File: src/rtl/regm_rd_arb.sv
// regm_rd_arb: shares the sensor register table's single read port among
// N_REQ requesters. Requesters are granted round-robin, and only one lookup
// is in flight at a time because a new strobe restarts the table's delay.
// A lookup that gets no reply is abandoned after TIMEOUT wait cycles, and the
// requester then receives zero data with the error flag set.
module regm_rd_arb #(
  parameter int N_REQ   = 4,
  parameter int TIMEOUT = 15
) (
  input  logic                 sys_clk,
  input  logic                 sys_rst,
  input  logic [N_REQ-1:0]     rq_valid,
  input  logic [8*N_REQ-1:0]   rq_id,
  output logic [N_REQ-1:0]     rq_done,
  output logic                 rq_err,
  output logic [31:0]          rq_data,
  output logic                 req_id_f,
  output logic [7:0]           req_id,
  input  logic                 req_data_f,
  input  logic [31:0]          req_data
);

  localparam int PW = (N_REQ > 1) ? $clog2(N_REQ) : 1;

  typedef enum logic [1:0] {
    S_IDLE  = 2'd0,
    S_ISSUE = 2'd1,
    S_WAIT  = 2'd2,
    S_RESP  = 2'd3
  } state_t;

  state_t           r_state, w_state_next;
  logic [PW-1:0]    r_ptr, w_ptr_next;
  logic [PW-1:0]    r_win, w_win_next;
  logic [7:0]       r_cnt, w_cnt_next;
  logic [N_REQ-1:0] r_done, w_done_next;
  logic             r_err, w_err_next;
  logic [31:0]      r_data, w_data_next;
  logic             r_id_f, w_id_f_next;
  logic [7:0]       r_req_id, w_req_id_next;

  logic [7:0]       w_id [N_REQ];
  logic [PW-1:0]    w_rot_idx [N_REQ];
  logic [N_REQ-1:0] w_rot_valid;
  logic [PW-1:0]    w_pick;
  logic [PW-1:0]    w_pick_inc;
  logic             w_any;
  logic [N_REQ-1:0] w_win_onehot;

  // Per-requester id slices and the request vector rotated so that
  // position 0 is the requester the round-robin pointer currently favours.
  generate
    for (genvar gi = 0; gi < N_REQ; gi++) begin : g_req
      logic [PW:0] w_sum;
      assign w_id[gi]        = rq_id[8*gi +: 8];
      assign w_sum           = {1'b0, r_ptr} + (PW+1)'(gi);
      assign w_rot_idx[gi]   = (w_sum >= (PW+1)'(N_REQ)) ?
                               PW'(w_sum - (PW+1)'(N_REQ)) : w_sum[PW-1:0];
      assign w_rot_valid[gi] = rq_valid[w_rot_idx[gi]];
    end
  endgenerate

  // The lowest rotated position holding a request wins the grant.
  always_comb begin
    w_pick = '0;
    for (int k = N_REQ - 1; k >= 0; k--) begin
      if (w_rot_valid[k]) w_pick = w_rot_idx[k];
    end
  end

  assign w_any        = |rq_valid;
  assign w_pick_inc   = (w_pick == PW'(N_REQ - 1)) ? '0 : w_pick + PW'(1);
  assign w_win_onehot = N_REQ'(1) << r_win;

  // Next-state and next-output logic; every output is registered below.
  always_comb begin
    w_state_next  = r_state;
    w_ptr_next    = r_ptr;
    w_win_next    = r_win;
    w_cnt_next    = r_cnt;
    w_done_next   = '0;
    w_err_next    = 1'b0;
    w_data_next   = r_data;
    w_id_f_next   = 1'b0;
    w_req_id_next = r_req_id;
    case (r_state)
      S_IDLE: begin
        if (w_any) begin
          w_win_next    = w_pick;
          w_req_id_next = w_id[w_pick];
          w_ptr_next    = w_pick_inc;
          w_id_f_next   = 1'b1;
          w_state_next  = S_ISSUE;
        end
      end
      S_ISSUE: begin
        w_cnt_next   = '0;
        w_state_next = S_WAIT;
      end
      S_WAIT: begin
        // A reply in the final wait cycle still wins over the timeout.
        if (req_data_f) begin
          w_data_next  = req_data;
          w_done_next  = w_win_onehot;
          w_err_next   = 1'b0;
          w_state_next = S_RESP;
        end else if (r_cnt == 8'(TIMEOUT)) begin
          w_data_next  = '0;
          w_done_next  = w_win_onehot;
          w_err_next   = 1'b1;
          w_state_next = S_RESP;
        end else begin
          w_cnt_next = r_cnt + 8'd1;
        end
      end
      S_RESP: begin
        w_state_next = S_IDLE;
      end
      default: begin
        w_state_next = S_IDLE;
      end
    endcase
  end

  // State and registered outputs; reset aborts any lookup in progress.
  always_ff @(posedge sys_clk or posedge sys_rst) begin
    if (sys_rst) begin
      r_state  <= S_IDLE;
      r_ptr    <= '0;
      r_win    <= '0;
      r_cnt    <= '0;
      r_done   <= '0;
      r_err    <= 1'b0;
      r_data   <= '0;
      r_id_f   <= 1'b0;
      r_req_id <= '0;
    end else begin
      r_state  <= w_state_next;
      r_ptr    <= w_ptr_next;
      r_win    <= w_win_next;
      r_cnt    <= w_cnt_next;
      r_done   <= w_done_next;
      r_err    <= w_err_next;
      r_data   <= w_data_next;
      r_id_f   <= w_id_f_next;
      r_req_id <= w_req_id_next;
    end
  end

  assign rq_done  = r_done;
  assign rq_err   = r_err;
  assign rq_data  = r_data;
  assign req_id_f = r_id_f;
  assign req_id   = r_req_id;

endmodule

File: config.mk
export PLATFORM = sky130hd
export DESIGN_NAME = regm_rd_arb
export DESIGN_NICKNAME = d
export VERILOG_FILES = /design/src/rtl/regm_rd_arb.sv
export SDC_FILE = /design/constraint.sdc
export NUM_CORES = 1
export LEC_CHECK = 0
export BUFFER_PORTS_ARGS = -buffer_cell sky130_fd_sc_hd__buf_2
export CORE_MARGIN = 4
export CORE_UTILIZATION = 40
export DETAILED_ROUTE_END_ITERATION = 8
export PLACE_DENSITY = 0.67
export SYNTH_ARGS = -nofsm -noshare
export SYNTH_HDL_FRONTEND = slang
export SYNTH_SLANG_ARGS = --single-unit
export TNS_END_PERCENT = 1
File: constraint.sdc
create_clock -name sys_clk -period 2.95 [get_ports sys_clk]
set_input_delay 0.295 -clock sys_clk [delete_from_list [all_inputs] [get_ports sys_clk]]
set_output_delay 0.295 -clock sys_clk [all_outputs]
set_load 0.05 [all_outputs]
==> run summary <==
Status: finished clean
Vias in the first global route: 2063
Syn_area_per_cell: 12.2 sq um
Port buffer count: 116
H-tree levels: 3
Main combinational cell family by area after synthesis: compound AO/OA/AOI/OAI gates
Final-layout fill cell count: 581
HPWL after DPL: 4410 um
Most frequent cell after synthesis: dfrtp_1
Least-Margin Pin Slew: 0.919 ns
I/O pin cnt: 117
Leakage Power: 0.00188 uW
Post-Route WL: 5900 um
Setup ws final: 0.894 ns
Type of the worst setup path: register to register
Setup_tns: 0 ns
Overflow after GRT: 0
Final setup vio count: 0
DRC Markers: 0
CTS root buf: clkbuf_8
Worst Setup SP: r_cnt[0]$_DFFE_PP0P_
CTS resizes: 0
Met2 Use GR: 0.230
GR Layer Usage met1: 0.197
Initial antenna violation count: 0
Synthesized Nets: 293
Xor/xnor share of the synthesized area: 0.0132
Critical Path Sink Type: register
GRT Overall Usage: 0.150
Endpoints failing hold: 0
Synth area leaders: dfrtp_1 57%, a22o_1 8.9%, mux2i_1 6.1%
Adder-cell share of the synthesized area: 0.0236
Fin Clk Skew: 0.00388 ns
FF+latch area: 1500 sq um
Pre-CTS WS: 0.884 ns
Worst Path Max Fanout: 36
Post-synthesis simple-gate area fraction: 0.0913
Crit Reg-Reg Startpoint: r_cnt[0]$_DFFE_PP0P_
Layout cells sized above 1: 0.433
Power Dens Cells: 1200 nW/um^2
Crit path DAT: 2.27 ns
Core area: 6390 sq um
Gpl congestion: 0.781
Die footprint: 7980 sq um
Element type at the critical path start: register
Worst vdd ir: 0.785 mV
# diodes: 0
Max-slew violations: 0
Fmax: 0.486 GHz
Dominant cell type by area after synthesis: dfrtp_1
Initial Utilization: 0.414
Largest net degree at the start of global routing: 37
Seq cells post-synth: 60
Mapped Area: 2650 sq um
Worst Path Required: 3.16 ns
Slew margin rel.: 0.385
Number of synthesized flops with an enable pin: 0
Most instantiated cells after synthesis: 60 x dfrtp_1, 27 x a22o_1, 20 x nand2_1, 16 x mux2i_1, 9 x inv_1
Min-Delay Path Class: input port to asynchronous set/reset pin
Minimum clock period: 2.06 ns
Synth Area in Compound Gates: 0.198
Final period util: 0.697
Die width: 89.3 um
RSZ-0062 raised after global routing: no
Multi-input gate area: 1030 sq um
Area delta synth->final: 30.0%
Count of cell types in the netlist: 40
Final nets: 413
Mux contribution to synthesized area: 0.0605
Sequential fraction of the synthesis area: 0.567
GR peak layer: met2
Reg clk slew, reported paths: 0.06 ns
Drt via density: 5.03
First-pass GRT wire length: 9210 um
Top-area cell type share of the netlist area: 0.567
TritonCTS Buffers: 9
Hold Buf Count CTS: 0
Worst-Skew Late Latency: 0.33 ns
Drt pass-1 iters: 4
Syn Inst Count: 217
Die Span Y: 89.3 um
Vias: 2109
Top FF cell, synth: dfrtp_1
Row count: 29
CTS max path bufs: 2
Ys async rst share: 1.00
Grt met3 use: 0.0562
CTS tree: yes
Clock Sinks: 60
Hold_ws: 0.0945 ns
Average wire per standard cell: 14.1 um
Post-CTS setup buffers: 0
DRT iter0 DRCs: 72
Final antenna-violating net count: 0
Max cap viols: 0
Yosys warning total: 0
## worst paths after layout
kind | cells past startpoint | slack, ns | to
setup / recovery | 6 | 0.89 | rq_done[3]$_DFF_PP0_
setup reg to reg | 6 | 0.89 | rq_done[3]$_DFF_PP0_
hold reg to reg | 1 | 0.48 | r_cnt[7]$_DFFE_PP0P_
hold / removal | 2 | 0.09 | req_id[4]$_DFFE_PP0P_
max in group asynchronous | 3 | 2.20 | rq_data[5]$_DFFE_PP0P_
min in group sys_clk | 2 | 0.19 | rq_data[2]$_DFFE_PP0P_
## cells by family after synthesis
family / count (synthesis)
buffers and inverters: 21
AOI/OAI and AO/OA: 63
and+or+nand+nor: 48
adders and majority gates: 5
DFF: 60
muxes: 16
xor gates and xnor gates: 4
## where the power goes
group | internal [uW] | switching (uW)
Clock | 326 | 284
Sequential | 1150 | 179
Combinational | 641 | 1540
Total | 2120 | 2010
## sequential cells by signal, summed over array words and instances, names as in the netlist
signal    flops
r_state       2
r_win         2
req_id_f      1
req_id        8
rq_err        1
r_cnt         8
r_ptr         2
rq_data      32
rq_done       4
## layout make-up
| class | instances | area share |
|---|---|---|
| clock buffers | 14 | 0.0444 |
| clock inverters | 2 | 0.00291 |
| inverters | 9 | 0.00982 |
| multi-input cells | 136 | 0.299 |
| flip-flops and latches | 60 | 0.436 |
| well taps | 77 | 0.0280 |
| repair buffers | 121 | 0.180 |
## metrics by stage
stage | util | std cells | total power (uW) | area [sq um]
after CTS | 0.539 | 419 | 4180 | 3440
after global placement | 0.513 | 403 | 3500 | 3280
after floorplan | - | 217 | 3060 | 2650
after detailed placement | 0.513 | 403 | 3550 | 3280
after global routing | 0.539 | 419 | 4390 | 3440
final | 0.539 | 419 | 4120 | 3440
## critical path, stage by stage, from the launching register on
cell and delay, ns:
dfrtp_1 0.40, ha_1 0.23, nand3_1 0.20, nor2_2 0.09
o21ai_4 0.72, inv_1 0.09, and3_1 0.21
## routing by layer
layer / up-vias / wire length (um) / part of all wire
li1: 1042 / - / -
met1: 964 / 2600 / 0.44
met2: 99 / 2600 / 0.44
met3: 4 / 656 / 0.11
met4: 0 / 42 / 0.0071
met5: - / 0 / 0
## cell usage in the layout (no fill, tap or decap), types with 2 or more instances in the layout
cell | netlist | layout
a21oi_1 | 3 | 3
a221oi_1 | 2 | 2
a22o_1 | 27 | 27
a22o_2 | 5 | 5
and3_1 | 2 | 2
buf_2 | 2 | 116
buf_4 | 1 | 5
clkbuf_1 | 4 | 4
clkbuf_8 | 0 | 10
clkinv_2 | 0 | 2
dfrtp_1 | 60 | 60
ha_1 | 5 | 5
inv_1 | 9 | 8
mux2i_1 | 16 | 16
nand2_1 | 20 | 20
nand2b_1 | 3 | 3
nand3_1 | 5 | 5
nor2_1 | 7 | 7
nor3_1 | 2 | 2
nor3b_2 | 2 | 2
o21ai_0 | 8 | 8
o221ai_1 | 8 | 8
xnor2_1 | 2 | 2
xor2_1 | 2 | 2
(Power assumes the default switching activity.)
